**src/rtl/argmax_pkg.sv**
```systemverilog
// Shared types and helpers for the streaming conditional top-2 argmax.
// Candidate fields are sized to package ceilings so one struct serves every parameterisation.
package argmax_pkg;

    localparam int IDX_MAX = 16;
    localparam int VAL_MAX = 32;
    localparam logic [IDX_MAX:0] IDX_NONE = '1;

    typedef enum logic {
        ST_ACCUM = 1'b0,
        ST_DONE  = 1'b1
    } state_t;

    typedef struct packed {
        logic               vld;
        logic [IDX_MAX-1:0] idx;
        logic [VAL_MAX-1:0] val;
    } cand_t;

    localparam cand_t CAND_EMPTY = '{vld: 1'b0, idx: '0, val: '0};

    function automatic int idx_w(input int size);
        return $clog2(size);
    endfunction

    // An empty slot is beaten by anything; ties go to the later entry only when tie_later is set.
    function automatic logic cand_beats(input cand_t c, input cand_t r, input logic tie_later);
        if (!r.vld) begin
            return 1'b1;
        end
        if (tie_later) begin
            return c.val >= r.val;
        end
        return c.val > r.val;
    endfunction

endpackage

```
**src/rtl/top2_insert.sv**
```systemverilog
// One link of the insertion chain: folds a single candidate into a running top-2.
// An ineligible candidate arrives with vld low and passes the pair through unchanged.
module top2_insert
    import argmax_pkg::*;
#(
    parameter logic TIE_LATER = 1'b1
) (
    input  cand_t i_first,
    input  cand_t i_second,
    input  cand_t i_cand,
    output cand_t o_first,
    output cand_t o_second
);

    always_comb begin
        o_first  = i_first;
        o_second = i_second;
        if (i_cand.vld && cand_beats(i_cand, i_first, TIE_LATER)) begin
            o_second = i_first;
            o_first  = i_cand;
        end else if (i_cand.vld && cand_beats(i_cand, i_second, TIE_LATER)) begin
            o_second = i_cand;
        end
    end

endmodule

```
**src/rtl/cond_top2_argmax_stream.sv**
```systemverilog
// Frame-based top-2 argmax over SIZE entries delivered LANES per beat, with a held result
// that waits for the consumer before the next frame is accepted.
module cond_top2_argmax_stream
    import argmax_pkg::*;
#(
    parameter int   SIZE      = 16,
    parameter int   LANES     = 4,
    parameter int   VAL_WIDTH = 8,
    parameter logic TIE_LATER = 1'b1,
    localparam int  IDX_W     = (idx_w(SIZE) < 1) ? 1 : idx_w(SIZE)
) (
    input  logic                       clk,
    input  logic                       rst,
    input  logic                       clear,
    input  logic                       in_valid,
    output logic                       in_ready,
    input  logic [LANES-1:0]           in_cond,
    input  logic [LANES*VAL_WIDTH-1:0] in_val,
    output logic                       out_valid,
    input  logic                       out_ready,
    output logic [IDX_W:0]             first_idx,
    output logic [IDX_W:0]             second_idx,
    output logic [VAL_WIDTH-1:0]       first_val,
    output logic [VAL_WIDTH-1:0]       second_val,
    output logic                       first_vld,
    output logic                       second_vld
);

    localparam int BEATS  = SIZE / LANES;
    localparam int BEAT_W = (BEATS > 1) ? $clog2(BEATS) : 1;

    state_t              r_state;
    state_t              w_state_next;
    logic [BEAT_W-1:0]   r_beat;
    cand_t               r_work_first;
    cand_t               r_work_second;
    logic                r_first_vld;
    logic                r_second_vld;
    logic [IDX_W-1:0]    r_first_idx;
    logic [IDX_W-1:0]    r_second_idx;
    logic [VAL_WIDTH-1:0] r_first_val;
    logic [VAL_WIDTH-1:0] r_second_val;

    logic  w_accept;
    logic  w_last;
    cand_t w_seed_first;
    cand_t w_seed_second;
    cand_t w_merged_first;
    cand_t w_merged_second;

    assign in_ready  = (r_state == ST_ACCUM);
    assign out_valid = (r_state == ST_DONE);
    assign w_accept  = in_valid && in_ready;
    assign w_last    = (r_beat == BEAT_W'(BEATS - 1));

    // Beat 0 always starts from an empty pair so nothing survives from the previous frame.
    assign w_seed_first  = (r_beat == '0) ? CAND_EMPTY : r_work_first;
    assign w_seed_second = (r_beat == '0) ? CAND_EMPTY : r_work_second;

    genvar gi;
    generate
        for (gi = 0; gi < LANES; gi++) begin : g_lane
            cand_t            w_f_in;
            cand_t            w_s_in;
            cand_t            w_cand;
            cand_t            w_f_out;
            cand_t            w_s_out;
            logic [IDX_W-1:0] w_idx;

            assign w_idx      = IDX_W'(int'(r_beat) * LANES + gi);
            assign w_cand.vld = in_cond[gi];
            assign w_cand.idx = IDX_MAX'(w_idx);
            assign w_cand.val = VAL_MAX'(in_val[gi*VAL_WIDTH +: VAL_WIDTH]);

            if (gi == 0) begin : g_head
                assign w_f_in = w_seed_first;
                assign w_s_in = w_seed_second;
            end else begin : g_link
                assign w_f_in = g_lane[gi-1].w_f_out;
                assign w_s_in = g_lane[gi-1].w_s_out;
            end

            top2_insert #(
                .TIE_LATER (TIE_LATER)
            ) u_insert (
                .i_first  (w_f_in),
                .i_second (w_s_in),
                .i_cand   (w_cand),
                .o_first  (w_f_out),
                .o_second (w_s_out)
            );
        end
    endgenerate

    assign w_merged_first  = g_lane[LANES-1].w_f_out;
    assign w_merged_second = g_lane[LANES-1].w_s_out;

    always_comb begin
        w_state_next = r_state;
        unique case (r_state)
            ST_ACCUM: if (!clear && w_accept && w_last) w_state_next = ST_DONE;
            ST_DONE:  if (clear || out_ready)          w_state_next = ST_ACCUM;
            default:  w_state_next = ST_ACCUM;
        endcase
    end

    always_ff @(posedge clk or posedge rst) begin
        if (rst) begin
            r_state <= ST_ACCUM;
        end else begin
            r_state <= w_state_next;
        end
    end

    // Clear wins over a same-cycle beat; the output registers keep their data across clear.
    always_ff @(posedge clk or posedge rst) begin
        if (rst) begin
            r_beat        <= '0;
            r_work_first  <= CAND_EMPTY;
            r_work_second <= CAND_EMPTY;
            r_first_vld   <= 1'b0;
            r_second_vld  <= 1'b0;
            r_first_idx   <= '0;
            r_second_idx  <= '0;
            r_first_val   <= '0;
            r_second_val  <= '0;
        end else if (clear) begin
            r_beat        <= '0;
            r_work_first  <= CAND_EMPTY;
            r_work_second <= CAND_EMPTY;
        end else if (w_accept) begin
            r_work_first  <= w_merged_first;
            r_work_second <= w_merged_second;
            if (w_last) begin
                r_beat       <= '0;
                r_first_vld  <= w_merged_first.vld;
                r_second_vld <= w_merged_second.vld;
                r_first_idx  <= w_merged_first.idx[IDX_W-1:0];
                r_second_idx <= w_merged_second.idx[IDX_W-1:0];
                r_first_val  <= w_merged_first.val[VAL_WIDTH-1:0];
                r_second_val <= w_merged_second.val[VAL_WIDTH-1:0];
            end else begin
                r_beat <= r_beat + 1'b1;
            end
        end
    end

    assign first_vld  = r_first_vld;
    assign second_vld = r_second_vld;
    assign first_idx  = r_first_vld  ? {1'b0, r_first_idx}  : IDX_NONE[IDX_W:0];
    assign second_idx = r_second_vld ? {1'b0, r_second_idx} : IDX_NONE[IDX_W:0];
    assign first_val  = r_first_vld  ? r_first_val  : '0;
    assign second_val = r_second_vld ? r_second_val : '0;

endmodule

```
**config.mk**
```make
export PLATFORM = sky130hd
export DESIGN_NAME = cond_top2_argmax_stream
export DESIGN_NICKNAME = d
export VERILOG_FILES = /design/src/rtl/argmax_pkg.sv /design/src/rtl/top2_insert.sv /design/src/rtl/cond_top2_argmax_stream.sv
export SDC_FILE = /design/constraint.sdc
export NUM_CORES = 1
export LEC_CHECK = 0
export ABC_AREA = 0
export CAP_MARGIN = 20
export CORE_UTILIZATION = 58
export DETAILED_ROUTE_END_ITERATION = 10
export PLACE_DENSITY = 0.79
export SYNTH_ARGS = -nofsm -noshare
export SYNTH_HDL_FRONTEND = slang
export SYNTH_HIERARCHICAL = 1
export SYNTH_SLANG_ARGS = --single-unit
```
**constraint.sdc**
```tcl
create_clock -name clk -period 9.6 [get_ports clk]
set_input_delay 1.44 -clock clk [delete_from_list [all_inputs] [get_ports clk]]
set_output_delay 1.44 -clock clk [all_outputs]
set_load 0.02 [all_outputs]
```
Yosys cells after proc, flatten, opt, wreduce, memory -nomap -nowiden
Index checks and enable logic that the tools add are counted.
{"block": "op_classes", "addsub": 4, "n_lt_le_gt_ge": 16, "eq_ne": 1, "mux": 72, "n_bitwise": 2, "reduce_logical": 16}
{"op": "$mux W49", "count": 18}
{"op": "$ge A8 B32 Y1", "count": 8}
{"op": "$gt A8 B32 Y1", "count": 8}
{"op": "$mux W1", "count": 46}
{"op": "$mux W8", "count": 2}
{"op": "$logic_and A1 B1 Y1", "count": 11}
{"op": "$mux W5", "count": 2}
{"op": "$add A4 B2 Y4 const B", "count": 2}
{"op": "$mux W2", "count": 3}
{"op": "$add A4 B1 Y4 const B", "count": 1}
{"op": "$reduce_and A3 Y1", "count": 1}
{"op": "$add A2 B1 Y2 const B", "count": 1}
{"op": "$eq A2 B2 Y1 const B", "count": 1}
{"op": "$logic_not A2 Y1", "count": 1}
{"op": "$not A1 Y1", "count": 2}
{"op": "$pmux W1 S2", "count": 1}
{"op": "$reduce_bool A2 Y1", "count": 1}
{"op": "$logic_not A1 Y1", "count": 1}
{"op": "$logic_or A1 B1 Y1", "count": 1}
{"block": "word_totals", "ff_bits": 115, "input_bits": 41, "out_inout_bits": 30, "elab_cells": 125}

Longest topological paths before layout
Gate-level depths: netlist of run 1.
{"block": "logic_depth", "depth_word": 47, "depth_mapped": 50, "ltp_nobuf": 40}

Hierarchy
The synthesis of run 1 kept the hierarchy.
{"mod": "top2_insert (g_lane[1].u_insert ...)", "instances": 3, "cells_per_inst": 385, "area_per_inst_um2": 3324.4, "seq_area_each_um2": 0.0}
{"mod": "cond_top2_argmax_stream", "instances": 1, "cells_per_inst": 638, "area_per_inst_um2": 5860.6, "seq_area_each_um2": 3178.0}
{"mod": "top2_insert (g_lane[0].u_insert)", "instances": 1, "cells_per_inst": 511, "area_per_inst_um2": 3723.6, "seq_area_each_um2": 0.0}

Least setup slack after synthesis of run 1
OpenSTA, ideal clock, no wires.
{"block": "synth_timing", "kind": "in2reg", "startpoint": "in in_val[0]", "endpoint": "reg r_second_idx[0]", "setup_ns": 0.125, "arrival_ns": 9.470, "required_ns": 9.475, "path_slack_ns": 0.005, "path_stages": 39, "path_buffers": 5, "path_cell_list": "inv_1 -> ha_1 -> nand2b_4 -> a2111oi_4 -> nor4_2 -> o311ai_4 -> and2_1 -> buf_4 -> buf_6 -> mux2_1 -> inv_1 -> ha_1 -> a21o_1 -> a21o_1 -> a21oi_1 -> o2111ai_1 -> o21ai_0 -> a21o_1 -> [3 not listed] -> ha_1 -> nand2b_4 -> a2111oi_4 -> nor4_1 -> o311a_1 -> a21oi_2 -> mux2_2 -> mux2_2 -> ha_1 -> nand2b_4 -> a2111oi_4 -> nor4_1 -> o311a_1 -> a21oi_2 -> buf_4 -> mux2_1 -> mux2_2 -> mux2_2"}
{"item": "start: declaration", "line": "cond_top2_argmax_stream.sv:18", "rtl": "input logic [LANES*VAL_WIDTH-1:0] in_val,"}
{"item": "end signal: assignment", "line": "cond_top2_argmax_stream.sv:139", "rtl": "r_second_idx <= w_merged_second.idx[IDX_W-1:0];"}
{"item": "end: declaration", "line": "cond_top2_argmax_stream.sv:40", "rtl": "logic [IDX_W-1:0] r_second_idx;"}

==> impl_metrics.csv, run 1 <==
group,metric,value,unit
die,coreArea,28100,um2
detailed_routing,via_count,18800,
detailed_routing,first_iter_violations,2105,
logic_synthesis,avgSynthCellArea,8.37,um2
placed_design,placement.cell_area,21000,um2
clock_network,cts_inserted_buffers,9,
worst_hold_path,hp-class,"reg2reg",
pwr,power_density,118,nW/um2
final_layout,register_area,2580,um2
global_routing,grt.met3_usage,5.47,%
detailed_routing,post_drt_antenna_nets,0,
die,starting_density_of_the_core,59.7,%
final_layout,layout-drive-gt1-share,27.1,%
placed_design,placement.setup.worst_slack,-1.04,ns
setup_path,critPathMaxFanout,16,
timing,worst_slew_margin_rel,33.8,%
pwr,sw_frac_of_total,43.0,%
clock_network,cts_root_buf,"sky130_fd_sc_hd__clkbuf_16",
setup_path,reg2reg_from,"r_beat[1]",
setup_path,worst_r2r_path_depth,42,
timing,final.min_clock_period,10.38,ns
die,chipHeight,172,um
pwr,share_clk_of_total_power,16.1,%
final_layout,multi_input_area,14800,um2
clock_network,number_of_buffers_on_the_longest_clock_path,2,
clock_network,clock_edge_transition_at_the_registers_on_the_reported_setup_and_hold_paths,0.08,ns
setup_path,flop_to_flop_setup_slack,-0.69,ns
final_layout,layout.core_utilization,83.0,%
global_routing,met2_usage,62.8,%
clock_network,numClockSinks,103,
pwr,vdd_ir_drop_max,0.120,mV
worst_hold_path,min_delay_worst_endpoint,"r_first_val[3]",
timing,fin_crit_sh,108,%
clock_network,htree_levels,3,
detailed_routing,detail_route.first_pass.iterations,6,
global_routing,antenna_found_initial,1,
placed_design,dpl.cell_count,3017,
setup_path,critical_path_required,9.88,ns
clock_network,number_of_hold_buffers_added_after_cts,0,
timing,max_freq,0.0963,GHz
run_status,status,"complete, but fails checks",
timing,report.final.slew_viol_count,0,
logic_synthesis,synthCells,2002,
die,top_level_ports,71,
global_routing,globalRouteOverflowTotal,0,
setup_path,critical_path.most_common_cell,"sky130_fd_sc_hd__mux2i_1",
setup_path,timing.setup.critical_path_class,"in2reg",
detailed_routing,vias_per_cell,6.03,
detailed_routing,total_wire_length,67200,um
run,maxCapViolations,0,
setup_path,start_kind,"primary input",
timing,whs,0.500,ns
pwr,intPower,1.56,mW
run_status,violations_in_the_final_reports,"negative setup slack",
placed_design,numPortBuffers,70,
die,rows,61,
detailed_routing,wl_per_cell,21.6,um
die,design.die.area,29600,um2
pwr,logic_gate_share_of_total_power,64.8,%
setup_path,cp-end-kind,"register",
global_routing,first_pass_grt_wire_length,85900,um
worst_hold_path,worst_hold_path.num_cells,1,
timing,report.final.setup_viol,96,
setup_path,r2r_end,"r_second_val[0]",
placed_design,dp_hpwl,40500,um
final_layout,post-route-cell-area,23300,um2
final_layout,final_cell_count_no_fill,3111,
global_routing,gr-usage-all-layers,37.3,%
pwr,power_frac_seq,19.1,%
clock_network,tritoncts,"done",
final_layout,antennaDiodeCount,0,
global_routing,gr-usage-met1,46.1,%
die,die-width,172,um
timing,worst_pin_slew,0.993,ns
final_layout,layout.nets,3027,
setup_path,cell_with_the_largest_stage_delay_on_the_worst_path,"sky130_fd_sc_hd__a2111oi_4",
timing,final.setup_skew,0.00871,ns
logic_synthesis,syn-cell-area,16800,um2
setup_path,arrival,10.66,ns
clock_network,clk-insertion-delay-late,0.40,ns
logic_synthesis,warning_count_from_the_yosys_run,6,
global_routing,grt_most_used_layer,"met2",
final_layout,fillCellCount,1450,
setup_path,slowest_delay,0.56,ns
detailed_routing,drt_drc_violations_left,0,
global_routing,grt_start_max_net_pins,79,
worst_hold_path,worstHoldStart,"r_first_val[3]",
final_layout,syn2layout_area_growth,39.1,%
global_routing,grt_pass1_vias,17100,
pwr,net-switching-power,1.18,mW
pwr,power.static_leakage,12.0,nW
timing,fin_ws,-0.781,ns
timing,timing.final.hold_violations,0,
placed_design,gp_congestion,0.957,
through the flow:
stage	TNS, ns	power, mW
after floorplan	0	1.46
after global placement	-63.35	1.89
after detailed placement	-80.08	1.95
after CTS	-0.0253	2.45
after global routing	-50.47	2.86
final	-47.51	2.74
routing by layer:
layer / share of wire (%) / vias up
li1: - / 8064
met1: 36 / 8736
met2: 44 / 1455
met3: 12 / 512
met4: 8.3 / 2
met5: 0.016 / -
cell type report:
cell class	instances	area share, %
multi-input combinational	1906	63.6
timing repair buffer	441	17.6
sequential	103	11.1
inverter	267	4.31
tap	378	2.03
clock buffer	9	0.966
clock inverter	7	0.483
placed cells by master, fill, tap and decap left out, types with 6 or more instances in the layout:
master,instances
sky130_fd_sc_hd__mux2_2,146
sky130_fd_sc_hd__nor2b_1,63
sky130_fd_sc_hd__buf_4,315
sky130_fd_sc_hd__mux2i_2,6
sky130_fd_sc_hd__clkdlybuf4s50_1,60
sky130_fd_sc_hd__a31oi_2,13
sky130_fd_sc_hd__a31oi_1,19
sky130_fd_sc_hd__a21o_1,20
sky130_fd_sc_hd__nand3_2,6
sky130_fd_sc_hd__buf_12,23
sky130_fd_sc_hd__o21ai_0,42
sky130_fd_sc_hd__a211o_1,6
sky130_fd_sc_hd__mux2_1,42
sky130_fd_sc_hd__conb_1,400
sky130_fd_sc_hd__a21bo_2,34
sky130_fd_sc_hd__inv_2,11
sky130_fd_sc_hd__and2_1,16
sky130_fd_sc_hd__a21oi_2,21
sky130_fd_sc_hd__a21oi_1,175
sky130_fd_sc_hd__and3_1,6
sky130_fd_sc_hd__dfrtp_1,103
sky130_fd_sc_hd__clkbuf_16,14
sky130_fd_sc_hd__nand2b_1,20
sky130_fd_sc_hd__mux2i_1,180
sky130_fd_sc_hd__mux2_4,16
sky130_fd_sc_hd__inv_1,255
sky130_fd_sc_hd__nor3_2,6
sky130_fd_sc_hd__nor2_1,11
sky130_fd_sc_hd__buf_6,17
sky130_fd_sc_hd__nand4_1,28
sky130_fd_sc_hd__nor3_1,8
sky130_fd_sc_hd__buf_16,6
sky130_fd_sc_hd__dlymetal6s2s_1,7
sky130_fd_sc_hd__nand2_1,189
sky130_fd_sc_hd__ha_4,28
sky130_fd_sc_hd__ha_1,229
sky130_fd_sc_hd__and2b_1,13
sky130_fd_sc_hd__and4_1,10
sky130_fd_sc_hd__nand3_1,48
state kept, by name, summed over array words and instances (netlist names):
name	flops
r_beat	2
r_second_val	8
r_first_val	8
out_valid	1
r_first_idx	4
second_vld	1
first_vld	1
r_work_first	37
r_work_second	37
r_second_idx	4
power by group through the flow:
stage          clock network, mW  registers [mW]  logic [mW]
5_1_grt                    0.458           0.529        1.87
2_1_floorplan                  0           0.516       0.940
3_5_place_dp                   0           0.528        1.42
4_1_cts                    0.440           0.520        1.49
3_3_place_gp                   0           0.525        1.37
6_report                   0.441           0.524        1.78
worst max-delay path by stage:
stage	startpoint	endpoint	depth (start not counted)	slack, ns
after floorplan	in_val[0]	r_second_idx[0]	39	0.14
after global placement	in_val[0]	r_work_second[27]	41	-0.84
after detailed placement	in_val[0]	r_work_second[27]	40	-1.04
after CTS	in_val[0]	r_second_idx[1]	38	-0.01
after global routing	in_val[0]	r_second_val[0]	42	-0.76
final	in_val[0]	r_second_val[0]	41	-0.78
critical path: cells and delay by family:
| kind | cells | cell delay, ns |
|---|---|---|
| AOI/OAI and AO/OA | 13 | 3.48 |
| and+or+nand+nor | 6 | 1.15 |
| adders and majority gates | 4 | 1.33 |
| buffers and inverters | 11 | 1.55 |
| muxes | 7 | 1.68 |
timing repair:
action                     CTS  global route
cloned                       5             5
setup endpoints to repair   96            96
buffers inserted            24            46
pin swaps                   39            36
gates resized for setup     87           148
Note: power is estimated with default switching activity, not from simulation.
==> inputs of run 2 (changes only) <==
ABC_AREA = unset   (was 0)
CORE_UTILIZATION = 54   (was 58)
PLACE_DENSITY = 0.78   (was 0.79)
SYNTH_HIERARCHICAL = unset   (was 1)
==> impl_metrics.csv, run 2 <==
group,metric,value,unit
run_status,status,"finished, final reports clean",
die,die-width,124,um
detailed_routing,first_iter_violations,892,
die,design.die.area,15400,um2
timing,report.final.slew_viol_count,0,
logic_synthesis,synth_top_area_share,31.9,%
timing,max_freq,0.108,GHz
setup_path,critPathLaunch,"in_val[5]",
global_routing,globalRouteOverflowTotal,0,
worst_hold_path,worstHoldStart,"r_first_idx[1]",
timing,timing.final.hold_violations,0,
placed_design,gp_congestion,1.01,
clock_network,htree_levels,3,
final_layout,final_cell_count_no_fill,1332,
setup_path,r2r_end,"r_work_second[34]",
setup_path,arrival,9.55,ns
logic_synthesis,synthMostInstantiatedCell,"sky130_fd_sc_hd__nand2_1",
timing,fin_ws,0.300,ns
final_layout,layout.cells.most_common,"sky130_fd_sc_hd__buf_4",
clock_network,cts_root_buf,"sky130_fd_sc_hd__clkbuf_16",
logic_synthesis,synthCells,974,
setup_path,cp-end-kind,"register",
logic_synthesis,post-synth-top-area-cell,"sky130_fd_sc_hd__dfrtp_1",
setup_path,cell_with_the_largest_stage_delay_on_the_worst_path,"sky130_fd_sc_hd__a211oi_2",
logic_synthesis,synth_top_flop_cell,"sky130_fd_sc_hd__dfrtp_1",
logic_synthesis,syn-cell-area,8080,um2
clock_network,clk-insertion-delay-late,0.36,ns
placed_design,placement.setup.worst_slack,-0.846,ns
final_layout,register_area,2580,um2
global_routing,grt_pass1_vias,8133,
final_layout,layout.cells.most_common_list,"126 x sky130_fd_sc_hd__buf_4, 124 x sky130_fd_sc_hd__nand2_1, 101 x sky130_fd_sc_hd__dfrtp_1",
placed_design,placement.cell_area,9810,um2
setup_path,flop_to_flop_setup_slack,0.38,ns
logic_synthesis,avgSynthCellArea,8.29,um2
pwr,intPower,0.986,mW
final_layout,fillCellCount,1070,
clock_network,number_of_buffers_on_the_longest_clock_path,2,
setup_path,reg2reg_from,"r_beat[0]",
global_routing,first_pass_grt_wire_length,41500,um
placed_design,numPortBuffers,70,
logic_synthesis,synth_cell_types,76,
logic_synthesis,synth_top_cells_by_area,"sky130_fd_sc_hd__dfrtp_1 32%, sky130_fd_sc_hd__ha_1 10%, sky130_fd_sc_hd__o21ai_0 6.1%",
global_routing,grt_start_max_net_pins,56,
detailed_routing,post_drt_antenna_nets,0,
final_layout,layout.nets,1250,
pwr,share_clk_of_total_power,25.5,%
setup_path,timing.setup.critical_path_class,"in2reg",
timing,worst_pin_slew,0.982,ns
pwr,power_density,144,nW/um2
pwr,power.static_leakage,4.66,nW
logic_synthesis,synth_async_sr_flop_share,100,%
logic_synthesis,warning_count_from_the_yosys_run,0,
worst_hold_path,worst_hold_path.num_cells,2,
die,top_level_ports,71,
timing,final.setup_skew,0.0131,ns
logic_synthesis,yosys-top-cells-count,"125 x sky130_fd_sc_hd__nand2_1, 103 x sky130_fd_sc_hd__dfrtp_1, 98 x sky130_fd_sc_hd__o21ai_0",
worst_hold_path,min_delay_worst_endpoint,"r_first_idx[1]",
pwr,sw_frac_of_total,36.4,%
timing,tns_setup,0,ns
final_layout,antennaDiodeCount,0,
setup_path,worst_r2r_path_depth,49,
pwr,vdd_ir_drop_max,0.116,mV
global_routing,gr-usage-all-layers,33.5,%
setup_path,critical_path_required,9.85,ns
logic_synthesis,mappedNetlistNets,1081,
logic_synthesis,seq_area_frac_synth,31.9,%
clock_network,tritoncts,"done",
final_layout,layout.core_utilization,73.8,%
pwr,power_frac_seq,32.6,%
pwr,logic_gate_share_of_total_power,41.9,%
timing,fin_crit_sh,96.9,%
run,maxCapViolations,0,
die,rows,44,
setup_path,critPathMaxFanout,8,
setup_path,slowest_delay,0.36,ns
worst_hold_path,hp-class,"reg2reg",
placed_design,dpl.cell_count,1295,
detailed_routing,via_count,8567,
die,starting_density_of_the_core,55.4,%
placed_design,dp_hpwl,19300,um
pwr,net-switching-power,0.564,mW
detailed_routing,drt_drc_violations_left,0,
setup_path,critical_path.most_common_cell,"sky130_fd_sc_hd__a21o_1",
global_routing,antenna_found_initial,0,
final_layout,syn2layout_area_growth,33.4,%
detailed_routing,detail_route.first_pass.iterations,5,
final_layout,post-route-cell-area,10800,um2
timing,worst_slew_margin_rel,34.4,%
logic_synthesis,ys_seq_elements,103,
die,chipHeight,124,um
final_layout,layout-drive-gt1-share,23.7,%
die,coreArea,14600,um2
clock_network,cts_inserted_buffers,9,
timing,final.min_clock_period,9.30,ns
detailed_routing,total_wire_length,27100,um
final_layout,top_regs,"r_work_first (37), r_work_second (37)",
clock_network,numClockSinks,103,
clock_network,number_of_hold_buffers_added_after_cts,0,
detailed_routing,vias_per_cell,6.43,
setup_path,start_kind,"primary input",
detailed_routing,wl_per_cell,20.3,um
timing,report.final.setup_viol,0,
clock_network,clock_edge_transition_at_the_registers_on_the_reported_setup_and_hold_paths,0.08,ns
final_layout,multi_input_area,5580,um2
logic_synthesis,synth_edf_count,0,
[run 2: logic make-up (layout without fill, tap and decap cells)]
| group | after synthesis | after routing | share of synthesized area (%) |
|---|---|---|---|
| flops | 103 | 103 | 31.9 |
| buf+inv | 88 | 262 | 4.54 |
| mux | 27 | 27 | 3.86 |
| simple gates | 339 | 339 | 20.7 |
| fa+ha+maj | 66 | 66 | 10.2 |
| compound gates | 351 | 351 | 28.7 |
[run 2: final cells by class]
class	count	share of cell area, %
clock inverters	7	0.929
clock buffers	9	2.09
multi-input cells	783	51.8
inverters	32	1.17
repair buffers	214	17.9
flip-flops and latches	103	24.0
well taps	184	2.14
[run 2: metal layers]
| layer | wire length [um] | global-route usage [%] |
|---|---|---|
| met5 | 0 | 0 |
| met4 | 1370 | 17.7 |
| met3 | 1880 | 3.91 |
| met2 | 12800 | 54.6 |
| met1 | 11100 | 43.7 |
[run 2: power by group through the flow]
stage / clock (mW) / combinational [mW] / sequential (mW)
floorplan: 0 / 0.326 / 0.496
global placement: 0 / 0.546 / 0.511
detailed placement: 0 / 0.557 / 0.513
CTS: 0.400 / 0.570 / 0.504
global route: 0.412 / 0.698 / 0.510
finish: 0.395 / 0.649 / 0.506
[run 2: worst max path at each step]
stage | endpoint | slack, ns | depth (start not counted)
after floorplan | r_work_second[27] | 0.02 | 50
final | r_work_second[34] | 0.30 | 45
after global routing | r_work_second[34] | -0.17 | 45
after detailed placement | r_second_val[1] | -0.85 | 47
after global placement | r_second_val[2] | -0.66 | 47
after CTS | r_second_val[1] | 0.0008 | 47
[run 2: timing repair]
| item | in CTS | in global routing |
|---|---|---|
| setup buffers | 4 | 14 |
| pin swaps | 3 | 53 |
| gates resized for setup | 14 | 96 |
| setup endpoints to repair | 49 | 96 |
| gates cloned | 0 | 3 |
[run 2: worst max-delay path: cells and delay by family]
family / cells / cell delay, ns
compound gates: 31 / 5.78
buf+inv: 4 / 0.62
mux: 1 / 0.26
fa+ha+maj: 4 / 1.04
simple gates: 5 / 0.39
[run 2: metrics by stage]
| stage | hold slack [ns] | power (mW) |
|---|---|---|
| finish | 0.475 | 1.55 |
| global route | 0.515 | 1.62 |
| CTS | 0.480 | 1.47 |
| detailed placement | 0.464 | 1.07 |
| global placement | 0.458 | 1.06 |
| floorplan | 0.441 | 0.821 |
